$ cat config.mk
export PLATFORM = sky130hd
export DESIGN_NAME = pc_sequencer
export DESIGN_NICKNAME = d
export VERILOG_FILES = /design/src/rtl/cpu_ctrl_pkg.sv /design/src/rtl/cond_eval.sv /design/src/rtl/pc_sequencer.sv
export SDC_FILE = /design/constraint.sdc
export NUM_CORES = 1
export LEC_CHECK = 0
export BUFFER_PORTS_ARGS = -buffer_cell sky130_fd_sc_hd__buf_2
export CORE_UTILIZATION = 41
export CTS_CLUSTER_SIZE = 14
export DETAILED_ROUTE_END_ITERATION = 8
export MAX_ROUTING_LAYER = met4
export PLACE_DENSITY = 0.76
export SETUP_SLACK_MARGIN = 0.5
export SYNTH_ARGS = -nofsm -noshare
export SYNTH_HDL_FRONTEND = slang
export SYNTH_HIERARCHICAL = 1
export SYNTH_SLANG_ARGS = --single-unit
$ cat constraint.sdc
create_clock -name clk -period 1.9 [get_ports clk]
set_clock_uncertainty 0.05 [all_clocks]
set_input_delay 0.095 -clock clk [delete_from_list [all_inputs] [get_ports clk]]
set_output_delay 0.095 -clock clk [all_outputs]
set_load 0.05 [all_outputs]
$ cat src/rtl/cpu_ctrl_pkg.sv
// Shared constants for the 16-bit processor control path: FSM state codes,
// instruction field encodings, branch condition codes and write-back selects.
package cpu_ctrl_pkg;

  localparam logic [2:0] ST_IDLE   = 3'd0;
  localparam logic [2:0] ST_FETCH  = 3'd1;
  localparam logic [2:0] ST_DECODE = 3'd2;
  localparam logic [2:0] ST_EXEC   = 3'd3;
  localparam logic [2:0] ST_MEM    = 3'd4;
  localparam logic [2:0] ST_LINK   = 3'd5;

  localparam logic [3:0] OP_MEMJ  = 4'b0100;
  localparam logic [3:0] OP_BCOND = 4'b1100;

  localparam logic [3:0] EXT_LOAD  = 4'b0000;
  localparam logic [3:0] EXT_STOR  = 4'b0100;
  localparam logic [3:0] EXT_JAL   = 4'b1000;
  localparam logic [3:0] EXT_JCOND = 4'b1100;

  // Condition codes; flags are ordered {N,Z,F,L,C}.
  localparam logic [3:0] COND_EQ    = 4'b0000;
  localparam logic [3:0] COND_NE    = 4'b0001;
  localparam logic [3:0] COND_CS    = 4'b0010;
  localparam logic [3:0] COND_CC    = 4'b0011;
  localparam logic [3:0] COND_L     = 4'b0100;
  localparam logic [3:0] COND_NL    = 4'b0101;
  localparam logic [3:0] COND_N     = 4'b0110;
  localparam logic [3:0] COND_NN    = 4'b0111;
  localparam logic [3:0] COND_F     = 4'b1000;
  localparam logic [3:0] COND_NF    = 4'b1001;
  localparam logic [3:0] COND_NL_NZ = 4'b1010;
  localparam logic [3:0] COND_L_Z   = 4'b1011;
  localparam logic [3:0] COND_NN_NZ = 4'b1100;
  localparam logic [3:0] COND_N_Z   = 4'b1101;
  localparam logic [3:0] COND_AL    = 4'b1110;
  localparam logic [3:0] COND_NV    = 4'b1111;

  localparam int FLAG_N = 4;
  localparam int FLAG_Z = 3;
  localparam int FLAG_F = 2;
  localparam int FLAG_L = 1;
  localparam int FLAG_C = 0;

  localparam logic [1:0] WB_ALU  = 2'd0;
  localparam logic [1:0] WB_MEM  = 2'd1;
  localparam logic [1:0] WB_LINK = 2'd2;

endpackage

$ cat src/rtl/cond_eval.sv
// Branch condition evaluator: maps a 4-bit condition code and the PSR flags
// to a single take/not-take decision.
module cond_eval
  import cpu_ctrl_pkg::*;
(
  input  logic [3:0] cond,
  input  logic [4:0] flags,
  output logic       take
);

  logic w_n, w_z, w_f, w_l, w_c;

  assign w_n = flags[FLAG_N];
  assign w_z = flags[FLAG_Z];
  assign w_f = flags[FLAG_F];
  assign w_l = flags[FLAG_L];
  assign w_c = flags[FLAG_C];

  always_comb begin
    take = 1'b0;
    case (cond)
      COND_EQ:    take = w_z;
      COND_NE:    take = !w_z;
      COND_CS:    take = w_c;
      COND_CC:    take = !w_c;
      COND_L:     take = w_l;
      COND_NL:    take = !w_l;
      COND_N:     take = w_n;
      COND_NN:    take = !w_n;
      COND_F:     take = w_f;
      COND_NF:    take = !w_f;
      COND_NL_NZ: take = !w_l && !w_z;
      COND_L_Z:   take = w_l || w_z;
      COND_NN_NZ: take = !w_n && !w_z;
      COND_N_Z:   take = w_n || w_z;
      COND_AL:    take = 1'b1;
      COND_NV:    take = 1'b0;
      default:    take = 1'b0;
    endcase
  end

endmodule

$ cat src/rtl/pc_sequencer.sv
// Multicycle fetch/decode/execute controller. Drives exactly one PC-control
// pulse per instruction plus register-file, PSR and RAM control strobes.
module pc_sequencer
  import cpu_ctrl_pkg::*;
#(
  parameter int WIDTH    = 16,
  parameter bit AUTO_RUN = 1'b0
) (
  input  logic             clk,
  input  logic             rst,
  input  logic             run,
  input  logic [WIDTH-1:0] mem_rdata,
  input  logic [4:0]       flags,
  output logic [WIDTH-1:0] ir,
  output logic             increment,
  output logic             displace,
  output logic             jal,
  output logic             replace,
  output logic             unconditional,
  output logic [WIDTH-1:0] imm_ext,
  output logic             regwrite,
  output logic [1:0]       wb_sel,
  output logic             flag_we,
  output logic             memwrite,
  output logic             addr_sel,
  output logic [2:0]       state_dbg
);

  if (WIDTH != 16) begin : g_width_check
    $error("pc_sequencer supports WIDTH=16 only");
  end

  logic [2:0]       r_state;
  logic [WIDTH-1:0] r_ir;

  logic [2:0] w_next;
  logic [2:0] w_resume;
  logic [3:0] w_op, w_cond, w_ext;
  logic       w_take;
  logic       w_inc, w_disp, w_jal, w_repl, w_unc;
  logic       w_regwrite, w_flag_we, w_memwrite, w_addr_sel;
  logic [1:0] w_wb_sel;

  assign w_op   = r_ir[15:12];
  assign w_cond = r_ir[11:8];
  assign w_ext  = r_ir[7:4];

  // Dropping run only takes effect where the FSM would otherwise refetch.
  assign w_resume = (run || AUTO_RUN) ? ST_FETCH : ST_IDLE;

  cond_eval u_cond_eval (
    .cond  (w_cond),
    .flags (flags),
    .take  (w_take)
  );

  always_ff @(posedge clk) begin
    if (!rst) begin
      r_state <= ST_IDLE;
      r_ir    <= '0;
    end else begin
      r_state <= w_next;
      if (r_state == ST_DECODE) begin
        r_ir <= mem_rdata;
      end
    end
  end

  always_comb begin
    w_next     = r_state;
    w_inc      = 1'b0;
    w_disp     = 1'b0;
    w_jal      = 1'b0;
    w_repl     = 1'b0;
    w_unc      = 1'b0;
    w_regwrite = 1'b0;
    w_wb_sel   = WB_ALU;
    w_flag_we  = 1'b0;
    w_memwrite = 1'b0;
    w_addr_sel = 1'b0;
    case (r_state)
      ST_IDLE: begin
        if (run || AUTO_RUN) w_next = ST_FETCH;
      end
      ST_FETCH: begin
        w_addr_sel = 1'b0;
        w_next     = ST_DECODE;
      end
      ST_DECODE: begin
        w_next = ST_EXEC;
      end
      ST_EXEC: begin
        if (w_op == OP_MEMJ && w_ext == EXT_LOAD) begin
          w_addr_sel = 1'b1;
          w_next     = ST_MEM;
        end else if (w_op == OP_MEMJ && w_ext == EXT_STOR) begin
          w_addr_sel = 1'b1;
          w_memwrite = 1'b1;
          w_inc      = 1'b1;
          w_next     = w_resume;
        end else if (w_op == OP_MEMJ && w_ext == EXT_JAL) begin
          w_jal  = 1'b1;
          w_next = ST_LINK;
        end else if (w_op == OP_MEMJ && w_ext == EXT_JCOND) begin
          if (w_cond == COND_AL) w_unc = 1'b1;
          else if (w_take)       w_repl = 1'b1;
          else                   w_inc = 1'b1;
          w_next = w_resume;
        end else if (w_op == OP_BCOND) begin
          if (w_take) w_disp = 1'b1;
          else        w_inc = 1'b1;
          w_next = w_resume;
        end else begin
          // Everything else, including unused MEMJ ext codes, is an ALU op.
          w_regwrite = 1'b1;
          w_wb_sel   = WB_ALU;
          w_flag_we  = 1'b1;
          w_inc      = 1'b1;
          w_next     = w_resume;
        end
      end
      ST_MEM: begin
        w_regwrite = 1'b1;
        w_wb_sel   = WB_MEM;
        w_inc      = 1'b1;
        w_next     = w_resume;
      end
      ST_LINK: begin
        // The PC block captured oldpc on the JAL edge; write it back now.
        w_regwrite = 1'b1;
        w_wb_sel   = WB_LINK;
        w_next     = w_resume;
      end
      default: begin
        w_next = ST_IDLE;
      end
    endcase
  end

  // Reset low blanks every output in the same cycle, before the clock edge.
  assign ir            = rst ? r_ir : '0;
  assign imm_ext       = rst ? {{8{r_ir[7]}}, r_ir[7:0]} : '0;
  assign state_dbg     = rst ? r_state : 3'd0;
  assign increment     = rst & w_inc;
  assign displace      = rst & w_disp;
  assign jal           = rst & w_jal;
  assign replace       = rst & w_repl;
  assign unconditional = rst & w_unc;
  assign regwrite      = rst & w_regwrite;
  assign wb_sel        = rst ? w_wb_sel : 2'd0;
  assign flag_we       = rst & w_flag_we;
  assign memwrite      = rst & w_memwrite;
  assign addr_sel      = rst & w_addr_sel;

endmodule
# After elaboration in Yosys (flattened, before gate mapping)
# Cells that the tools add are included.
# word_totals
register_bits	19
output_inout_bits	46
input_bits	24
word_cells	109
# op_classes
reduce_logical	17
n_mux	55
eq_ne	26
n_bitwise	9
# ops
operator	n
4-bit equality test (second input constant)	11
1-bit 2-to-1 mux	42
16-bit 2-to-1 mux	2
4-bit by 3-bit equality test with 1-bit output (second input constant)	6
1-bit one-hot mux with 16 select lines	1
3-bit 2-to-1 mux	5
3-bit one-hot mux with 5 select lines	1
1-bit bitwise AND	9
4-bit by 2-bit equality test with 1-bit output (second input constant)	2
4-bit zero test	2
3-bit by 2-bit equality test with 1-bit output (second input constant)	2
3-bit equality test (second input constant)	2
1-bit logical AND	6
1-bit zero test	5
4-bit by 1-bit equality test with 1-bit output (second input constant)	1
1-bit one-hot mux with 2 select lines	2
2-bit one-hot mux with 2 select lines	1
3-bit by 1-bit equality test with 1-bit output (second input constant)	1
3-bit zero test	1
1-bit logical OR	2
2-bit 2-to-1 mux	1
2-bit inequality test (second input constant)	1
2-bit OR reduction	1

# Depth between registers and ports, before layout
# Gate-level depths: netlist (run 1).
# depth
word_depth	11
ltp_mapped	8
depth_no_buf	7

# Hierarchy
# Netlist (run 1), hierarchy kept.
# by_module_without_submodules
module	cells_each	n_inst	area_per_inst_um2	seq_area_each_um2
pc_sequencer	154	1	1197.4	380.4
cond_eval	23	1	183.9	0.0

# Worst setup path after synthesis (run 1)
# No wires, ideal clock.
# synth_timing
path_kind	reg-to-output
start	register r_ir[8]
end	output replace
t_required_ns	1.755
arrival_time_ns	2.377
path_slack_ns	-0.622
path_buffers	1
stages_incl_launch_ff	8
cell_sequence	dfxtp_1 buf_6 or4b_1 o31ai_1 a211o_1 a221o_1 nand2_1 nor3_1
# synth_between
elab_chain_cells	10
elab_cells_between_ends	25
classes_between	eq/ne (15); mux (8); bitwise (1); reduce/logical (1)
# synth_rtl
element	line	rtl
start: declaration	pc_sequencer.sv:34	logic [WIDTH-1:0] r_ir;
start signal: assignment	pc_sequencer.sv:64	r_ir <= mem_rdata;
4-bit equality test (tied with other cells)	cond_eval.sv:21	case (cond)
1-bit one-hot mux with 16 select lines (*)	cond_eval.sv:21	
net w_take	pc_sequencer.sv:39	logic w_take;
1-bit 2-to-1 mux (*)	pc_sequencer.sv:106	else if (w_take) w_repl = 1'b1;
1-bit 2-to-1 mux (*)	pc_sequencer.sv:105	if (w_cond == COND_AL) w_unc = 1'b1;
1-bit 2-to-1 mux (*)	pc_sequencer.sv:104	end else if (w_op == OP_MEMJ && w_ext == EXT_JCOND) begin
1-bit 2-to-1 mux (*)	pc_sequencer.sv:101	end else if (w_op == OP_MEMJ && w_ext == EXT_JAL) begin
1-bit 2-to-1 mux (*)	pc_sequencer.sv:96	end else if (w_op == OP_MEMJ && w_ext == EXT_STOR) begin
1-bit 2-to-1 mux (*)	pc_sequencer.sv:93	if (w_op == OP_MEMJ && w_ext == EXT_LOAD) begin
1-bit 2-to-1 mux (*)	pc_sequencer.sv:81	case (r_state)
1-bit bitwise AND (*)	pc_sequencer.sv:147	assign replace = rst & w_repl;
end: declaration	pc_sequencer.sv:18	output logic replace,
# Mark *: on every way through the listed nets, which the timed path passes. The rest lies on a longest branch.

# Final worst setup path (run 1)
# layout_timing
start	register r_ir[9]
end	output increment
# layout_between
elab_chain_cells	10
elab_cells_between_ends	26
classes_between	eq/ne (15); mux (9); bitwise (1); reduce/logical (1)
# layout_rtl
element	line	rtl
4-bit equality test (tied with other cells)	cond_eval.sv:21	
1-bit one-hot mux with 16 select lines (*)	cond_eval.sv:21	
net w_take	pc_sequencer.sv:39	
1-bit 2-to-1 mux (*)	pc_sequencer.sv:106, pc_sequencer.sv:110	
1-bit 2-to-1 mux (on tied branches)	pc_sequencer.sv:109, pc_sequencer.sv:105	
1-bit 2-to-1 mux (*)	pc_sequencer.sv:104	
1-bit 2-to-1 mux (*)	pc_sequencer.sv:101	
1-bit 2-to-1 mux (*)	pc_sequencer.sv:96	
1-bit 2-to-1 mux (*)	pc_sequencer.sv:93	
1-bit one-hot mux with 2 select lines (*)	pc_sequencer.sv:81	
1-bit bitwise AND (*)	pc_sequencer.sv:144	assign increment = rst & w_inc;
end: declaration	pc_sequencer.sv:15	output logic increment,
# Marked as above.

==> results.sh, run 1 <==
export IMPL_drc=0
export IMPL_synth_ff_type="dfxtp_1"
export IMPL_min_period_ns=2.38
export IMPL_grt_max_degree=28
export IMPL_grt_setup_unrepaired="true"
export IMPL_drive_gt1_frac=0.599
export IMPL_wirelength_um=4580
export IMPL_arrival_ns=2.23
export IMPL_place_ws_ns=-0.232
export IMPL_crit_type="register to output port"
export IMPL_clk_path_buf_depth=2
export IMPL_synthToLayoutAreaGrowth_pct=80.3
export IMPL_slew_headroom=0.797
export IMPL_vias=1584
export IMPL_avgViaCountPerCell=4.98
export IMPL_mappedNetlistArea_um2=1380
export IMPL_setup_viol=3
export IMPL_ant_nets=0
export IMPL_async_reset_ff_frac=0
export IMPL_violations="negative setup slack"
export IMPL_met3_usage=0.0433
export IMPL_die_area_um2=3610
export IMPL_synth_top_area_share=0.275
export IMPL_ir_worst_vdd_v=0.000580
export IMPL_grt_pass1_wl_um=6230
export IMPL_core_area_um2=3130
export IMPL_startpoint_type="register"
export IMPL_power_mw=1.54
export IMPL_nFillCells=205
export IMPL_dr_pass1_iters=4
export IMPL_finalWorstSetupSlack_ns=-0.476
export IMPL_place_congestion=0.764
export IMPL_synth_area_top_cells="dfxtp_1 28%, buf_4 10%, nand2_1 10%"
export IMPL_grt_overflow=0
export IMPL_clkSinkCount=19
export IMPL_htreeDepth=1
export IMPL_die_y_um=60.0
export IMPL_wl_per_cell_um=14.4
export IMPL_layout_nets=299
export IMPL_power_density_nw_per_um2=619
export IMPL_cts_root_buffer="clkbuf_4"
export IMPL_clkLatencyLatePin_ns=0.30
export IMPL_worstPathRequired_ns=1.75
export IMPL_dp_hpwl_um=2550
export IMPL_hold_viol=0
export IMPL_final_cell_area_um2=2490
export IMPL_postSynthAreaPerCell_um2=7.80
export IMPL_drt_iter0_drc=73
export IMPL_hp_class="input port to register"
export IMPL_num_rows=20
export IMPL_synth_seq_area_share=0.275
export IMPL_grt_busiest_layer="met2"
export IMPL_cts_tree="done"
export IMPL_antenna_cells=0
export IMPL_ys_warn_count=6
export IMPL_mostFrequentLayoutCells="45 x buf_2, 30 x buf_4, 27 x nand2_1"
export IMPL_synth_fp_nets=201
export IMPL_ys_types=41
export IMPL_met2_usage=0.437
export IMPL_synthCells=177
export IMPL_post_dp_cell_area_um2=1860
export IMPL_ios=70
export IMPL_max_freq_mhz=421
export IMPL_hold_slack_ns=0.116
export IMPL_die_width_um=60.0
export IMPL_port_buffers=69
export IMPL_worstSetupEndpointType="output port"
export IMPL_grt_util_all_layers=0.236
export IMPL_antenna_found_initial=0
export IMPL_slew_viol_final=0
export IMPL_status="complete, but fails checks"
export IMPL_final_common_cell="buf_2"
export IMPL_cts_buffers=3
export IMPL_met1_usage=0.266
export IMPL_synth_area_leader_cell="dfxtp_1"
export IMPL_synth_edf_count=0
export IMPL_fin_crit_sh=1.25
export IMPL_grt_pass1_vias=1411
export IMPL_r2r_slack_ns=0.51
export IMPL_synth_seq_cells=19
export IMPL_drv_cap=0
export IMPL_start_util=0.442
export IMPL_power_leakage_nw=1.11
export IMPL_setup_tns_ns=-1.24
export IMPL_path_clk_slew_ns=0.11
export IMPL_critPathMaxFanout=5
export IMPL_tightest_slew_ns=0.304
## per-stage QoR
step | util | instances
2_1_floorplan | - | 177
3_3_place_gp | 0.593 | 281
3_5_place_dp | 0.593 | 281
4_1_cts | 0.716 | 308
5_1_grt | 0.796 | 318
6_report | 0.796 | 318
## cells by family (layout without fill, tap and decap cells)
group | after synthesis | in the layout | synth area share
xor+xnor | 2 | 2 | 0.0127
buf+inv | 31 | 127 | 0.154
compound gates | 28 | 28 | 0.158
flops | 19 | 19 | 0.275
mux | 2 | 2 | 0.0145
simple gates | 95 | 96 | 0.386
## area by class of cell
cell class | count | area [µm²] | share of cell area
repair buffers | 119 | 926 | 0.372
inverters | 4 | 15.0 | 0.00603
flip-flops and latches | 19 | 408 | 0.164
multi-input cells | 128 | 1060 | 0.426
clock buffers | 4 | 26.3 | 0.0106
well taps | 44 | 55.1 | 0.0221
## where the power goes
group	internal [mW]	switching (mW)
sequential	0.450	0.0552
combinational	0.369	0.455
clock	0.0818	0.129
total	0.901	0.639
## state kept, by name, indices dropped and copies added, names as in the netlist
register	count
r_ir	16
r_state	3
## repair_timing
action,4_1_cts,5_1_grt
hold buffers,14,2
cloned,0,1
endpoints found under the hold margin,14,2
gates resized for setup,50,61
endpoints found under the setup margin,41,39
buffers inserted,9,7
pin swaps,5,16
## path summary, 6_finish.rpt
check	from	end	cells past startpoint
setup / recovery	r_ir[9]	increment	8
hold / removal	rst	r_ir[1]	2
setup reg to reg	r_state[0]	r_ir[0]	5
hold reg to reg	r_ir[3]	r_ir[3]	2
## cells in the mapped netlist (2+ instances only)
cell type / count
a21boi_0: 6
a21boi_1: 10
and2_1: 20
and4b_1: 3
buf_4: 19
buf_6: 3
clkbuf_1: 3
dfxtp_1: 19
inv_1: 4
mux2i_1: 2
nand2_1: 37
nand2b_1: 7
nand3_1: 2
nor2_1: 6
nor2b_1: 2
nor3_1: 6
nor3b_2: 2
o32ai_1: 2
xnor2_1: 2
## routing by layer
| layer | part of all wire | up-vias |
|---|---|---|
| li1 | - | 779 |
| met1 | 0.40 | 757 |
| met2 | 0.56 | 48 |
| met3 | 0.034 | 0 |
| met4 | 0 | 0 |
| met5 | 0 | - |
## worst max-delay path, stage by stage, from the launching register on
cell	delay (ns)
dfxtp_2	0.36
or2b_2	0.18
o21ai_0	0.09
a211o_1	0.27
a221o_1	0.36
nand2b_4	0.16
o2111ai_4	0.20
a31o_4	0.18
buf_8	0.14
Power figures use the tool's default switching activity.
==> inputs of run 2 (changes only) <==
--- a/config.mk
+++ b/config.mk
@@ -6,6 +6,7 @@
 export NUM_CORES = 1
 export LEC_CHECK = 0
 export BUFFER_PORTS_ARGS = -buffer_cell sky130_fd_sc_hd__buf_2
+export CORE_MARGIN = 8
 export CORE_UTILIZATION = 41
 export CTS_CLUSTER_SIZE = 14
 export DETAILED_ROUTE_END_ITERATION = 8
==> results.sh, run 2 (synthesized netlist as in run 1, its figures left out) <==
export IMPL_status="complete, but fails checks"
export IMPL_violations="negative setup slack"
export IMPL_cp_slowest_stage_delay_ns=0.52
export IMPL_drv_cap=0
export IMPL_ant_nets=0
export IMPL_die_width_um=74.0
export IMPL_slew_headroom=0.775
export IMPL_vias=1455
export IMPL_fin_crit_sh=1.22
export IMPL_final_common_cell="buf_2"
export IMPL_synthToLayoutAreaGrowth_pct=65.7
export IMPL_avgViaCountPerCell=4.71
export IMPL_dp_hpwl_um=2890
export IMPL_largest_reg_flops=16
export IMPL_ios=70
export IMPL_die_y_um=74.0
export IMPL_ir_worst_vdd_v=0.000469
export IMPL_post_route_util=0.697
export IMPL_max_freq_mhz=433
export IMPL_drt_iter0_drc=60
export IMPL_cts_tree="done"
export IMPL_cts_root_buffer="clkbuf_4"
export IMPL_final_cell_area_um2=2290
export IMPL_drc=0
export IMPL_antenna_found_initial=0
export IMPL_grt_util_all_layers=0.154
export IMPL_hold_viol=0
export IMPL_arrival_ns=2.17
export IMPL_slew_viol_final=0
export IMPL_power_density_nw_per_um2=609
export IMPL_crit_type="register to output port"
export IMPL_port_buffers=69
export IMPL_min_period_ns=2.31
export IMPL_dr_pass1_iters=4
export IMPL_drive_gt1_frac=0.521
export IMPL_power_mw=1.39
export IMPL_clkLatencyLatePin_ns=0.28
export IMPL_path_cells="or4b_1 -> o31ai_1 -> a211o_1 -> a221o_1 -> nand2b_1 -> o2111ai_2 -> a31o_4 -> buf_8"
export IMPL_critPathMaxFanout=8
export IMPL_grt_overflow=0
export IMPL_grt_pass1_vias=1370
export IMPL_startpoint_type="register"
export IMPL_worstSetupEndpointType="output port"
export IMPL_tightest_slew_ns=0.338
export IMPL_grt_max_degree=38
export IMPL_layout_nets=288
export IMPL_grt_setup_unrepaired="true"
export IMPL_power_leakage_nw=1.02
export IMPL_finalWorstSetupSlack_ns=-0.411
export IMPL_hp_class="input port to register"
export IMPL_clkSinkCount=19
export IMPL_clk_path_buf_depth=2
export IMPL_mostFrequentLayoutCells="46 x buf_2, 35 x nand2_1, 27 x buf_4, 16 x and2_1, 16 x dlygate4sd3_1"
export IMPL_place_congestion=0.810
export IMPL_htreeDepth=1
export IMPL_antenna_cells=0
export IMPL_cts_buffers=3
export IMPL_setup_viol=3
export IMPL_die_area_um2=5480
export IMPL_hold_slack_ns=0.179
export IMPL_start_util=0.421
export IMPL_slowest_stage="or4b_1"
export IMPL_num_rows=21
export IMPL_setup_tns_ns=-0.940
export IMPL_top_regs="r_ir x16, r_state x3"
export IMPL_wl_per_cell_um=13.5
export IMPL_core_area_um2=3280
export IMPL_largest_register="r_ir"
export IMPL_worstPathRequired_ns=1.75
export IMPL_post_dp_cell_area_um2=1840
export IMPL_path_clk_slew_ns=0.10
export IMPL_grt_pass1_wl_um=6530
export IMPL_wirelength_um=4160
## run 2: through the flow
step / setup slack [ns] / std cells
global route: -0.548 / 309
finish: -0.411 / 309
floorplan: -0.0430 / 177
detailed placement: -0.230 / 281
CTS: -0.409 / 308
global placement: -0.208 / 281
## run 2: critical path, delay by kind of cell (launching register included)
family                 cells  cell delay (ns)
AOI/OAI and AO/OA          5             0.73
DFF                        1             0.36
and+or+nand+nor            2             0.64
buffers and inverters      1             0.14
## run 2: where the power goes
group          switching (mW)  internal (mW)
logic                   0.398          0.299
registers              0.0566          0.451
clock network           0.109         0.0815
total                   0.564          0.831
## run 2: layout make-up
cell class | instances | area [µm²]
clock buffers | 4 | 26.3
fillers | 264 | 996
inverters | 4 | 15.0
multi-input cells | 127 | 981
flip-flops and latches | 19 | 398
well taps | 46 | 57.6
repair buffers | 109 | 811
## run 2: final timing paths
check / cells after the start / slack, ns / start / end
setup / recovery: 8 / -0.41 / r_ir[9] / increment
hold / removal: 3 / 0.18 / run / r_state[0]
setup reg to reg: 6 / 0.50 / r_ir[14] / r_state[0]
hold reg to reg: 2 / 0.42 / r_ir[1] / r_ir[1]
## run 2: timing repair
| action | in CTS | in global routing |
|---|---|---|
| hold endpoints to repair | 16 | 0 |
| gates resized for setup | 50 | 24 |
| hold buffers | 16 | 0 |
| endpoints found under the setup margin | 41 | 25 |
| pin swaps | 5 | 5 |
| setup buffers | 7 | 1 |
| gates cloned | 0 | 0 |
## run 2: per-layer routing
metal  part of all wire  GRT usage
met1               0.43      0.178
met2               0.52      0.269
met3              0.044     0.0229
met4             0.0082     0.0399
met5                  0          -
==> inputs of run 3 (changes only) <==
--- a/config.mk
+++ b/config.mk
@@ -7,11 +7,11 @@
 export LEC_CHECK = 0
 export BUFFER_PORTS_ARGS = -buffer_cell sky130_fd_sc_hd__buf_2
 export CORE_MARGIN = 8
-export CORE_UTILIZATION = 41
+export CORE_UTILIZATION = 44
 export CTS_CLUSTER_SIZE = 14
 export DETAILED_ROUTE_END_ITERATION = 8
 export MAX_ROUTING_LAYER = met4
-export PLACE_DENSITY = 0.76
+export PLACE_DENSITY = 0.78
 export SETUP_SLACK_MARGIN = 0.5
 export SYNTH_ARGS = -nofsm -noshare
 export SYNTH_HDL_FRONTEND = slang
==> constraint.sdc (replaced) <==
create_clock -name clk -period 2.7 [get_ports clk]
set_clock_uncertainty 0.05 [all_clocks]
set_input_delay 0.135 -clock clk [delete_from_list [all_inputs] [get_ports clk]]
set_output_delay 0.135 -clock clk [all_outputs]
set_load 0.05 [all_outputs]
==> results.sh, run 3 (synthesized netlist as in run 1, its figures left out) <==
export IMPL_reg2regPathDepth=3
export IMPL_dr_pass1_iters=4
export IMPL_worstPathRequired_ns=2.52
export IMPL_worstSetupEndpointType="output port"
export IMPL_hp_start="mem_rdata[12]"
export IMPL_port_buffers=69
export IMPL_antenna_found_initial=0
export IMPL_critPathLaunch="r_ir[8]"
export IMPL_ant_nets=0
export IMPL_comb_power_share=0.421
export IMPL_final_common_cell="buf_2"
export IMPL_grt_pass1_wl_um=5660
export IMPL_power_internal_mw=0.499
export IMPL_hp_class="input port to register"
export IMPL_wl_per_cell_um=12.5
export IMPL_clkSinkCount=19
export IMPL_crit_type="register to output port"
export IMPL_drt_iter0_drc=47
export IMPL_top_regs="r_ir x16, r_state x3"
export IMPL_dr_wl_met2_um=1660
export IMPL_synthToLayoutAreaGrowth_pct=25.2
export IMPL_post_route_util=0.571
export IMPL_clk_path_buf_depth=2
export IMPL_vias=1276
export IMPL_path_clk_slew_ns=0.10
export IMPL_num_rows=20
export IMPL_ir_worst_vdd_v=0.000259
export IMPL_arrival_ns=2.23
export IMPL_power_density_nw_per_um2=498
export IMPL_netSwitchingPower_mw=0.361
export IMPL_wl_met3_um=182
export IMPL_pwr_share_clk=0.160
export IMPL_cts_buffers=3
export IMPL_antenna_cells=0
export IMPL_status="finished, final reports clean"
export IMPL_min_period_ns=2.41
export IMPL_finalWorstSetupSlack_ns=0.290
export IMPL_fin_crit_sh=0.893
export IMPL_power_leakage_nw=0.811
export IMPL_grt_overflow=0
export IMPL_grt_util_all_layers=0.133
export IMPL_mostFrequentLayoutCells="66 x buf_2, 37 x nand2_1, 20 x and2_1, 16 x dfxtp_1, 10 x a21boi_1"
export IMPL_slew_viol_final=0
export IMPL_wirelength_um=3390
export IMPL_cts_root_buffer="clkbuf_4"
export IMPL_largest_reg_flops=16
export IMPL_place_congestion=0.755
export IMPL_ios=70
export IMPL_drv_cap=0
export IMPL_startpoint_type="register"
export IMPL_nFillCells=308
export IMPL_slew_headroom=0.561
export IMPL_place_ws_ns=0.323
export IMPL_start_util=0.456
export IMPL_met1_length_um=1520
export IMPL_largest_register="r_ir"
export IMPL_tightest_slew_ns=0.658
export IMPL_grt_pass1_vias=1247
export IMPL_avgViaCountPerCell=4.71
export IMPL_hold_viol=0
export IMPL_drc=0
export IMPL_htreeDepth=1
export IMPL_p_sw_frac=0.420
export IMPL_grt_max_degree=39
export IMPL_core_area_um2=3030
export IMPL_reg2reg_from="r_state[1]"
export IMPL_die_y_um=72.0
export IMPL_critPathMaxFanout=6
export IMPL_layout_nets=252
export IMPL_setup_viol=0
export IMPL_dp_hpwl_um=2610
export IMPL_die_area_um2=5190
export IMPL_hold_depth=3
export IMPL_clkLatencyLatePin_ns=0.29
export IMPL_cts_tree="done"
export IMPL_die_width_um=72.0
export IMPL_grt_setup_unrepaired="true"
export IMPL_top_layer="met4"
export IMPL_seq_power_share=0.419
export IMPL_max_freq_mhz=415
export IMPL_drive_gt1_frac=0.405
export IMPL_setup_tns_ns=0
## run 3: cell types whose count changed in the layout (fill, tap and decap cells not counted), sizes merged
cell         previous run  this run
buf                    89        72
clkbuf                  8         4
dlygate4sd3            16         1
## run 3: final cells by class
cell class	count	area, µm²	area share
tap	44	55.1	0.0318
multi-input combinational	127	843	0.488
clock buffer	4	26.3	0.0152
timing repair buffer	73	400	0.232
inverter	4	15.0	0.00868
sequential	19	389	0.225
## run 3: repair_timing
action / CTS / global route
gates resized for setup: 12 / 5
setup endpoints to repair: 3 / 5
pin swaps: 6 / 1
hold buffers: 0 / 1
endpoints found under the hold margin: 0 / 1
buffers inserted: 3 / 0
## run 3: stage by stage
stage                     power (mW)  hold slack [ns]  area (µm²)  cells
after floorplan                0.665            0.220        1410    177
after global placement         0.702            0.329        1610    263
after detailed placement       0.706            0.333        1610    263
after CTS                      0.858           0.0145        1690    270
after global routing           0.921          0.00433        1730    271
final                          0.860           0.0206        1730    271
## run 3: power groups by stage
stage / logic, mW / registers (mW) / clock network, mW
floorplan: 0.328 / 0.338 / 0
global placement: 0.338 / 0.365 / 0
detailed placement: 0.340 / 0.366 / 0
CTS: 0.357 / 0.357 / 0.144
global route: 0.393 / 0.369 / 0.158
finish: 0.362 / 0.361 / 0.138
## run 3: per-layer routing
metal / vias up / GRT usage
met2: 30 / 0.226
li1: 682 / -
met3: 2 / 0.0344
met1: 562 / 0.154
met4: 0 / 0.0317
met5: - / -
## run 3: critical path, cell delays in order, from the launching register on
cell and delay (ns):
dfxtp_4 0.37, or4b_1 0.51, o31ai_1 0.08, a211o_1 0.12, a221o_1 0.17, nand2b_1 0.13, o2111ai_2 0.12, a31o_2 0.27
buf_8 0.15
## run 3: path summary, 6_finish.rpt
path	end	slack, ns
worst min-delay path	r_ir[12]	0.02
worst max register to register	r_ir[15]	1.11
worst max-delay path	increment	0.29
worst min register to register	r_ir[0]	0.41
